## config.mk

```make
export PLATFORM = sky130hd
export DESIGN_NAME = uart_alu_top
export DESIGN_NICKNAME = d
export VERILOG_FILES = /design/src/rtl/uart_alu_top.sv
export SDC_FILE = /design/constraint.sdc
export NUM_CORES = 1
export LEC_CHECK = 0
export ABC_AREA = 0
export BUFFER_PORTS_ARGS = -buffer_cell sky130_fd_sc_hd__buf_2
export CAP_MARGIN = 20
export CORE_MARGIN = 2
export CORE_UTILIZATION = 64
export DETAILED_ROUTE_END_ITERATION = 10
export PLACE_DENSITY = 0.83
export SYNTH_ARGS = -nofsm -noshare
export SYNTH_HDL_FRONTEND = slang
export SYNTH_SLANG_ARGS = --single-unit
export TNS_END_PERCENT = 100
```

## constraint.sdc

```tcl
create_clock -name i_clock -period 3.6 [get_ports i_clock]
set_input_delay 0.54 -clock i_clock [delete_from_list [all_inputs] [get_ports i_clock]]
set_output_delay 0.54 -clock i_clock [all_outputs]
set_load 0.005 [all_outputs]
```

## src/rtl/uart_alu_top.sv

```systemverilog
// UART-to-ALU loopback: stimulus TX -> RX -> operand/opcode collector -> ALU -> result TX.
// Shift opcodes (SRA/SRL) are present only when ALU_SHIFT_OPS_EN is defined.

module uart_alu_tx #(
  parameter int DBIT    = 8,
  parameter int SB_TICK = 16
) (
  input  logic            clk_i,
  input  logic            rst_i,
  input  logic            tick_i,
  input  logic            start_i,
  input  logic [DBIT-1:0] data_i,
  output logic            tx_o,
  output logic            done_o
);
  localparam int SW = (SB_TICK > 16) ? $clog2(SB_TICK) : 4;
  localparam int NW = (DBIT > 1) ? $clog2(DBIT) : 1;

  typedef enum logic [1:0] {IDLE, START, DATA, STOP} state_t;

  state_t          state_q;
  logic [SW-1:0]   s_q;
  logic [NW-1:0]   n_q;
  logic [DBIT-1:0] b_q;

  always_ff @(posedge clk_i) begin
    if (rst_i) begin
      state_q <= IDLE;
      s_q     <= '0;
      n_q     <= '0;
      b_q     <= '0;
      tx_o    <= 1'b1;
      done_o  <= 1'b0;
    end else begin
      done_o <= 1'b0;
      case (state_q)
        IDLE: begin
          if (start_i) begin
            state_q <= START;
            s_q     <= '0;
            b_q     <= data_i;
            tx_o    <= 1'b0;
          end
        end
        START: begin
          if (tick_i) begin
            if (s_q == SW'(15)) begin
              state_q <= DATA;
              s_q     <= '0;
              n_q     <= '0;
              tx_o    <= b_q[0];
            end else begin
              s_q <= s_q + 1'b1;
            end
          end
        end
        DATA: begin
          if (tick_i) begin
            if (s_q == SW'(15)) begin
              s_q <= '0;
              b_q <= b_q >> 1;
              if (n_q == NW'(DBIT-1)) begin
                state_q <= STOP;
                tx_o    <= 1'b1;
              end else begin
                n_q  <= n_q + 1'b1;
                tx_o <= b_q[1];
              end
            end else begin
              s_q <= s_q + 1'b1;
            end
          end
        end
        STOP: begin
          if (tick_i) begin
            if (s_q == SW'(SB_TICK-1)) begin
              state_q <= IDLE;
              done_o  <= 1'b1;
            end else begin
              s_q <= s_q + 1'b1;
            end
          end
        end
        default: state_q <= IDLE;
      endcase
    end
  end
endmodule

module uart_alu_rx #(
  parameter int DBIT    = 8,
  parameter int SB_TICK = 16
) (
  input  logic            clk_i,
  input  logic            rst_i,
  input  logic            tick_i,
  input  logic            rx_i,
  output logic [DBIT-1:0] data_o,
  output logic            done_o
);
  localparam int SW = (SB_TICK > 16) ? $clog2(SB_TICK) : 4;
  localparam int NW = (DBIT > 1) ? $clog2(DBIT) : 1;

  typedef enum logic [1:0] {IDLE, START, DATA, STOP} state_t;

  state_t          state_q;
  logic [SW-1:0]   s_q;
  logic [NW-1:0]   n_q;
  logic [DBIT-1:0] b_q;
  logic            rx_prev_q;

  assign data_o = b_q;

  always_ff @(posedge clk_i) begin
    if (rst_i) begin
      state_q   <= IDLE;
      s_q       <= '0;
      n_q       <= '0;
      b_q       <= '0;
      rx_prev_q <= 1'b1;
      done_o    <= 1'b0;
    end else begin
      done_o    <= 1'b0;
      rx_prev_q <= rx_i;
      case (state_q)
        IDLE: begin
          if (rx_prev_q && !rx_i) begin
            state_q <= START;
            s_q     <= '0;
          end
        end
        START: begin
          // Re-check the line at mid start bit to reject glitches.
          if (tick_i) begin
            if (s_q == SW'(7)) begin
              s_q <= '0;
              n_q <= '0;
              state_q <= rx_i ? IDLE : DATA;
            end else begin
              s_q <= s_q + 1'b1;
            end
          end
        end
        DATA: begin
          if (tick_i) begin
            if (s_q == SW'(15)) begin
              s_q <= '0;
              b_q <= {rx_i, b_q[DBIT-1:1]};
              if (n_q == NW'(DBIT-1)) begin
                state_q <= STOP;
              end else begin
                n_q <= n_q + 1'b1;
              end
            end else begin
              s_q <= s_q + 1'b1;
            end
          end
        end
        STOP: begin
          if (tick_i) begin
            if (s_q == SW'(SB_TICK-1)) begin
              state_q <= IDLE;
              done_o  <= 1'b1;
            end else begin
              s_q <= s_q + 1'b1;
            end
          end
        end
        default: state_q <= IDLE;
      endcase
    end
  end
endmodule

module uart_alu_top #(
  parameter int DBIT     = 8,
  parameter int SB_TICK  = 16,
  parameter int BAUD_DIV = 163,
  parameter int NB_OP    = 6
) (
  input  logic            i_clock,
  input  logic            i_reset,
  input  logic            i_tx_start,
  input  logic [DBIT-1:0] i_data,
  output logic            o_tx_2,
  output logic [DBIT-1:0] o_result_test,
  output logic [DBIT-1:0] o_dataA_test,
  output logic [DBIT-1:0] o_dataB_test,
  output logic [DBIT-1:0] o_op_test,
  output logic [DBIT-1:0] o_data_rx_interface_test
);
  localparam int BW = (BAUD_DIV > 1) ? $clog2(BAUD_DIV) : 1;

  localparam logic [NB_OP-1:0] OP_ADD = NB_OP'(32'h20);
  localparam logic [NB_OP-1:0] OP_SUB = NB_OP'(32'h22);
  localparam logic [NB_OP-1:0] OP_AND = NB_OP'(32'h24);
  localparam logic [NB_OP-1:0] OP_OR  = NB_OP'(32'h25);
  localparam logic [NB_OP-1:0] OP_XOR = NB_OP'(32'h26);
  localparam logic [NB_OP-1:0] OP_NOR = NB_OP'(32'h27);
`ifdef ALU_SHIFT_OPS_EN
  localparam logic [NB_OP-1:0] OP_SRA = NB_OP'(32'h03);
  localparam logic [NB_OP-1:0] OP_SRL = NB_OP'(32'h02);
`endif

  typedef enum logic [2:0] {WAIT_A, WAIT_B, WAIT_OP, LOAD, SEND} if_state_t;

  logic [BW-1:0]   baud_cnt_q;
  logic            tick;
  logic            tx1_line;
  logic            tx1_done_unused;
  logic [DBIT-1:0] rx_data;
  logic            rx_done;
  logic            tx2_done;
  logic            tx2_start_q;
  if_state_t       if_state_q;
  logic [DBIT-1:0] a_q, b_q, op_q, result_q, rx_byte_q;
  logic [DBIT-1:0] alu_d;

  assign tick = (baud_cnt_q == BW'(BAUD_DIV-1));

  always_ff @(posedge i_clock) begin
    if (i_reset || tick) baud_cnt_q <= '0;
    else                 baud_cnt_q <= baud_cnt_q + 1'b1;
  end

  uart_alu_tx #(.DBIT(DBIT), .SB_TICK(SB_TICK)) u_tx_stim (
    .clk_i   (i_clock),
    .rst_i   (i_reset),
    .tick_i  (tick),
    .start_i (i_tx_start),
    .data_i  (i_data),
    .tx_o    (tx1_line),
    .done_o  (tx1_done_unused)
  );

  uart_alu_rx #(.DBIT(DBIT), .SB_TICK(SB_TICK)) u_rx (
    .clk_i  (i_clock),
    .rst_i  (i_reset),
    .tick_i (tick),
    .rx_i   (tx1_line),
    .data_o (rx_data),
    .done_o (rx_done)
  );

  uart_alu_tx #(.DBIT(DBIT), .SB_TICK(SB_TICK)) u_tx_result (
    .clk_i   (i_clock),
    .rst_i   (i_reset),
    .tick_i  (tick),
    .start_i (tx2_start_q),
    .data_i  (result_q),
    .tx_o    (o_tx_2),
    .done_o  (tx2_done)
  );

  always_comb begin
    alu_d = '0;
    case (op_q[NB_OP-1:0])
      OP_ADD: alu_d = a_q + b_q;
      OP_SUB: alu_d = a_q - b_q;
      OP_AND: alu_d = a_q & b_q;
      OP_OR:  alu_d = a_q | b_q;
      OP_XOR: alu_d = a_q ^ b_q;
      OP_NOR: alu_d = ~(a_q | b_q);
`ifdef ALU_SHIFT_OPS_EN
      OP_SRA: alu_d = (b_q >= DBIT'(DBIT)) ? {DBIT{a_q[DBIT-1]}}
                                            : $unsigned($signed(a_q) >>> b_q);
      OP_SRL: alu_d = (b_q >= DBIT'(DBIT)) ? '0 : (a_q >> b_q);
`endif
      default: alu_d = '0;
    endcase
  end

  // Bytes arriving while the result is being sent fall through unhandled.
  always_ff @(posedge i_clock) begin
    if (i_reset) begin
      if_state_q  <= WAIT_A;
      a_q         <= '0;
      b_q         <= '0;
      op_q        <= '0;
      result_q    <= '0;
      rx_byte_q   <= '0;
      tx2_start_q <= 1'b0;
    end else begin
      if (rx_done) rx_byte_q <= rx_data;
      case (if_state_q)
        WAIT_A: begin
          if (rx_done) begin
            a_q        <= rx_data;
            if_state_q <= WAIT_B;
          end
        end
        WAIT_B: begin
          if (rx_done) begin
            b_q        <= rx_data;
            if_state_q <= WAIT_OP;
          end
        end
        WAIT_OP: begin
          if (rx_done) begin
            op_q       <= rx_data;
            if_state_q <= LOAD;
          end
        end
        LOAD: begin
          result_q    <= alu_d;
          tx2_start_q <= 1'b1;
          if_state_q  <= SEND;
        end
        SEND: begin
          tx2_start_q <= 1'b0;
          if (tx2_done) if_state_q <= WAIT_A;
        end
        default: if_state_q <= WAIT_A;
      endcase
    end
  end

  assign o_result_test            = result_q;
  assign o_dataA_test             = a_q;
  assign o_dataB_test             = b_q;
  assign o_op_test                = op_q;
  assign o_data_rx_interface_test = rx_byte_q;
endmodule

```

==> flow_summary.ini, run 1 <==
[power_and_ir_drop]
powerDensity_nw_per_um2 = 455
swShare_pct = 31.9
p_switching_uw = 917
p_int_uw = 1950
sequentialPowerShare_pct = 48.8
p_comb_share_pct = 23.6
ir_worst_vdd_v = 0.000329
power_leakage_uw = 0.00252
clkPwrFrac_pct = 27.6

[hold_path]
min_path_type = primary input to flop

[global_routing]
antenna_found_initial = 0
grt_pass1_vias = 4687
track_usage_pct = 25.4
overflow = 0
grt_max_degree = 59
grt_pass1_wl_um = 20900

[placement]
numPortBuffers = 51
hpwl_um = 8810
gp_congestion = 0.852
placed_area_um2 = 6100
dpl.cell_count = 809

[route]
wl_um = 12300
drtAntennaViolNets = 0
viasPerCell = 5.92
drt-initial-drc-count = 250
drt-wirelength-per-cell_um = 14.9
first_pass_iters = 5
num_vias = 4881
remaining_drc_errors = 0

[cells_and_area]
mostFrequentLayoutCell = dfxtp_1
nets = 767
area_delta_synth_final_pct = 8.35
mostFrequentLayoutCells = 108 x dfxtp_1, 91 x nor2_1, 60 x nand2_1
drive_above_1_share_pct = 12.6
fin_cells = 825
final_util_pct = 72.1
diodes = 0
fin_area_um2 = 6320

[critical_path]
worstSetupEndpointType = flop
crit_type = flop to flop
worst_setup_path_start_kind = flop
cp.required_ns = 3.91
cp_max_fo = 4
cp.arrival_ns = 3.27

[clock_tree]
numCtsBuffers = 9
cts.sinks = 108
ctsHoldBuffers = 0
ctsResizeCount = 0
clk_latency_ns = 0.37
clockBufferDepth = 2
cts_tree = done
clock-root-buffer = clkbuf_8
clkSlewWorstSetupHoldPaths_ns = 0.11
cts_setup_buffers = 0
cts_max_level = 3

[sta]
setup-violations-final = 0
hold_viol = 0
slew_viol_final = 0
finalSetupTns_ns = 0
layout_min_cycle_time_ns = 2.96
rsz0062_at_grt = no
relSlewSlack_pct = 37.2
fin_crit_sh_pct = 82.3
tightest_slew_ns = 0.935
skew_ns = 0.0115
fmax_mhz = 337

[yosys]
synth_seq_cells = 108
synth_area_leaders = dfxtp_1 37%, ha_1 9.2%, mux2i_1 8.4%
syn_inst = 681
ys_seq_area_share_pct = 37.1
synth-main-ff-cell = dfxtp_1
synth_top_area_share_pct = 37.1
yosys.area.top_type = dfxtp_1
synth_cell_types = 67
async_reset_ff_share_pct = 0
synth-edff-count = 0
synthesis.area_um2 = 5830
syn-num-nets = 736
avgSynthCellArea_um2 = 8.56
yosysWarnings = 0

[die]
die_w_um = 99.4
dieHeight_um = 99.4
die_area_um2 = 9890
start_util_pct = 66.5
io-pin-count = 52
rows = 34
core_area_um2 = 8760

[flow_run]
max-cap-violations = 0

[outcome]
status = completed
==> final timing paths <==
path,from,endpoint,depth (start not counted),slack (ns)
setup / recovery,o_op_test[2],o_result_test[7],11,0.64
hold reg to reg,u_rx.n_q[2],u_rx.n_q[2],2,0.46
setup reg to reg,o_op_test[2],o_result_test[7],11,0.64
hold / removal,i_data[7],u_tx_stim.b_q[7],3,0.45
==> final cells by class <==
type	instances	area, µm²
Clock inverter	6	76.3
Timing Repair Buffer	53	270
Clock buffer	10	138
Tap cell	108	135
Multi-Input combinational cell	508	3420
Fill cell	705	2450
Inverter	32	120
Sequential cell	108	2160
==> logic make-up (layout without fill, tap and decap cells) <==
| group | after synthesis | in the layout | synth area share [%] |
|---|---|---|---|
| AO/OA/AOI/OAI | 132 | 132 | 15.2 |
| XOR/XNOR | 21 | 21 | 3.15 |
| adder cells (fa/ha/maj) | 44 | 44 | 9.57 |
| buffers and inverters | 65 | 101 | 4.33 |
| flip-flops | 108 | 108 | 37.1 |
| multiplexers | 51 | 51 | 8.80 |
| AND/OR/NAND/NOR | 260 | 260 | 21.8 |
==> synthesized netlist by cell type, types with 4 or more instances <==
cell and count:
or3_1 6, ha_1 43, buf_2 4, xor2_1 8
o21bai_1 4, o21a_1 4, nor4b_1 4, a211oi_1 27
dfxtp_1 108, xnor2_1 13, o21ai_0 15, and3_1 4
nand3_1 19, nor2b_1 17, a21oi_1 41, buf_1 5
nor2_1 91, nand2b_1 5, or4_1 5, a31oi_1 5
nand4_1 4, or2_2 9, clkbuf_1 23, nor3_1 17
mux2i_1 49, inv_1 31, nand2_1 60
==> worst max-delay path, stage by stage, from the launching register on <==
cell	delay, ns
dfxtp_1	0.35
nor4b_1	0.68
nand2_1	0.22
nor2_1	0.14
a21o_1	0.15
inv_1	0.05
ha_1	0.26
nor2b_1	0.14
o31a_1	0.28
o31a_1	0.30
a211o_1	0.27
nand3_1	0.06
==> sequential cells by signal, summed over array words and instances (netlist names), 4 cells and up, named ones only <==
signal                    cells
o_data_rx_interface_test      8
u_tx_stim.b_q                 8
o_result_test                 8
o_op_test                     8
baud_cnt_q                    8
u_tx_result.b_q               8
u_rx.s_q                      4
u_rx.data_o                   8
o_dataA_test                  8
u_tx_result.s_q               4
o_dataB_test                  8
u_tx_stim.s_q                 4
==> power groups by stage <==
stage | Combinational [µW] | Clock, µW | Sequential (µW)
global route | 760 | 848 | 1420
global placement | 644 | 0 | 1420
CTS | 673 | 806 | 1400
floorplan | 581 | 0 | 1390
detailed placement | 671 | 0 | 1430
finish | 677 | 794 | 1400
==> routing by layer <==
layer / vias up / share of wire [%] / track usage, %
li1: 2450 / - / -
met1: 2320 / 48 / 33.4
met2: 100 / 47 / 42.7
met3: 11 / 3.7 / 4.43
met4: 0 / 1.0 / 7.69
met5: - / 0 / 0
==> stage by stage <==
stage	worst slack [ns]	hold WS, ns	power (µW)
2_1_floorplan	1.18	0.436	1970
3_3_place_gp	0.837	0.443	2060
3_5_place_dp	0.733	0.451	2100
4_1_cts	0.693	0.448	2880
5_1_grt	0.397	0.456	3020
6_report	0.637	0.452	2870
Power figures use the tool's default switching activity.
==> run 2: changes to the inputs <==
Settings changed: CORE_UTILIZATION 64 to 54, PLACE_DENSITY 0.83 to 0.74.
Clock period 3.6 ns to 2.65 ns, I/O delays scaled along.
==> run 2 against run 1 <==
Die area increased by 18%. Sequential power increased by 36%. Final cell count increased by 5.0%. Via count increased by 1.3%. Hold slack got worse by 0.16 ns.
==> flow_summary.ini, run 2 (synthesis results as in run 1) <==
[clock_tree]
cts_tree = done
ctsHoldBuffers = 0
clk_latency_ns = 0.38
clockBufferDepth = 2
cts_max_level = 3
cts.sinks = 108
numCtsBuffers = 9
clkSlewWorstSetupHoldPaths_ns = 0.10
clock-root-buffer = clkbuf_8

[sta]
setup-violations-final = 0
rsz0062_at_grt = no
fin_hold_ws_ns = 0.292
hold_viol = 0
fmax_mhz = 395
relSlewSlack_pct = 62.2
slew_viol_final = 0
skew_ns = 0.0115
finalSetupTns_ns = 0
tightest_slew_ns = 0.566
layout_min_cycle_time_ns = 2.53
fin_crit_sh_pct = 95.5

[route]
drt-initial-drc-count = 337
drt-wirelength-per-cell_um = 14.9
wl_um = 12900
viasPerCell = 5.71
drtAntennaViolNets = 0
num_vias = 4945
first_pass_iters = 4
remaining_drc_errors = 0

[power_and_ir_drop]
power_leakage_uw = 0.00262
p_total_uw = 3950
ir_worst_vdd_v = 0.000461
powerDensity_nw_per_um2 = 607

[cells_and_area]
nets = 780
multi_input_area_um2 = 3460
fin_area_um2 = 6520
mostFrequentLayoutCell = dfxtp_1
fin_cells = 866
seqCellArea_um2 = 2170
area_delta_synth_final_pct = 11.8
diodes = 0
mostFrequentLayoutCells = 106 x dfxtp_1, 90 x nor2_1, 59 x nand2_1
drive_above_1_share_pct = 15.1
fillers = 910

[placement]
hpwl_um = 9210
gp_congestion = 0.894
placed_area_um2 = 6240
dpl.cell_count = 849
numPortBuffers = 51

[global_routing]
grt_pass1_vias = 4634
overflow = 0
grt_pass1_wl_um = 21200
grt_max_degree = 65
antenna_found_initial = 0
track_usage_pct = 22.7

[critical_path]
worst_setup_path_start_kind = flop
cp_max_fo = 4
crit_type = flop to flop
timing.critical_path.buf_inv = 2
worstSetupEndpointType = flop
crit_family = compound AO/OA/AOI/OAI gates
crit_path_end = o_result_test[7]
critPathLaunch = o_op_test[4]
cp_slowest_cell = dfxtp_4
worst_path_most_repeated_cell = o31a_1
reg2reg_setup_slack_ns = 0.12
worstSetupPathDepth = 12
cp.required_ns = 2.97
cp.arrival_ns = 2.85
crit_chain = nor4b_4 -> buf_4 -> nand2_4 -> nor2_4 -> a21o_1 -> inv_1 -> ha_1 -> nor2b_1 -> o31a_1 -> o31a_1 -> a211o_1 -> nand3_1
worst_r2r_path_depth = 12
worst_path_largest_cell_delay_ns = 0.37
r2r_end = o_result_test[7]
reg2reg_from = o_op_test[4]

[die]
io-pin-count = 52
rows = 37
start_util_pct = 56.0
dieHeight_um = 108
core_area_um2 = 10400
die_area_um2 = 11600
die_w_um = 108

[outcome]
status = completed

[hold_path]
min_path_type = primary input to flop

[flow_run]
max-cap-violations = 0
==> run 2: worst min-delay path by stage <==
| stage | end | slack, ns | from | depth (start not counted) |
|---|---|---|---|---|
| after floorplan | u_rx.n_q[1] | 0.44 | u_rx.n_q[1] | 2 |
| after global placement | u_tx_stim.n_q[2] | 0.44 | u_tx_stim.n_q[2] | 2 |
| after detailed placement | u_tx_stim.n_q[2] | 0.45 | u_tx_stim.n_q[2] | 2 |
| after CTS | u_tx_stim.b_q[7] | 0.27 | i_data[7] | 3 |
| after global routing | u_tx_stim.b_q[7] | 0.30 | i_data[7] | 3 |
| final | u_tx_stim.b_q[7] | 0.29 | i_data[7] | 3 |
==> run 2: power breakdown <==
group	switching (µW)	internal (µW)	total, µW	leakage [µW]
Sequential	122	1770	1900	0.000875
Combinational	523	424	947	0.00163
Clock	566	543	1110	0.000111
Total	1210	2740	3950	0.00262
==> run 2: routing by layer <==
layer / GRT usage (%) / routed length [µm] / vias to the layer above
li1: - / - / 2479
met2: 36.9 / 5980 / 104
met4: 7.97 / 236 / 0
met1: 29.8 / 6090 / 2340
met5: 0 / 0 / -
met3: 5.27 / 574 / 22
==> run 2: area by class of cell <==
type                    instances  area share, %
clock inverters                 6           1.46
well taps                     136           2.61
inverters                      32           1.84
flip-flops and latches        108           33.3
clock buffers                  10           1.96
multi-input cells             508           53.0
repair buffers                 66           5.84
==> run 2: stage by stage <==
stage,utilization [%],setup WS [ns]
global route,62.6,0.0260
finish,62.6,0.119
CTS,62.1,0.00819
floorplan,-,0.229
detailed placement,59.9,0.0580
global placement,59.9,0.141
==> run 2: worst reg2reg max path, delay by kind of cell (launching register included) <==
kind	cells	cell delay, ns
AO/OA/AOI/OAI	4	1.00
adder cells (fa/ha/maj)	1	0.25
buffers and inverters	2	0.22
flip-flops	1	0.37
AND/OR/NAND/NOR	5	0.63
==> run 2: timing repair <==
action | in CTS | in global routing
endpoints found under the setup margin | 0 | 5
setup buffers | 0 | 1
resized for setup | 0 | 12
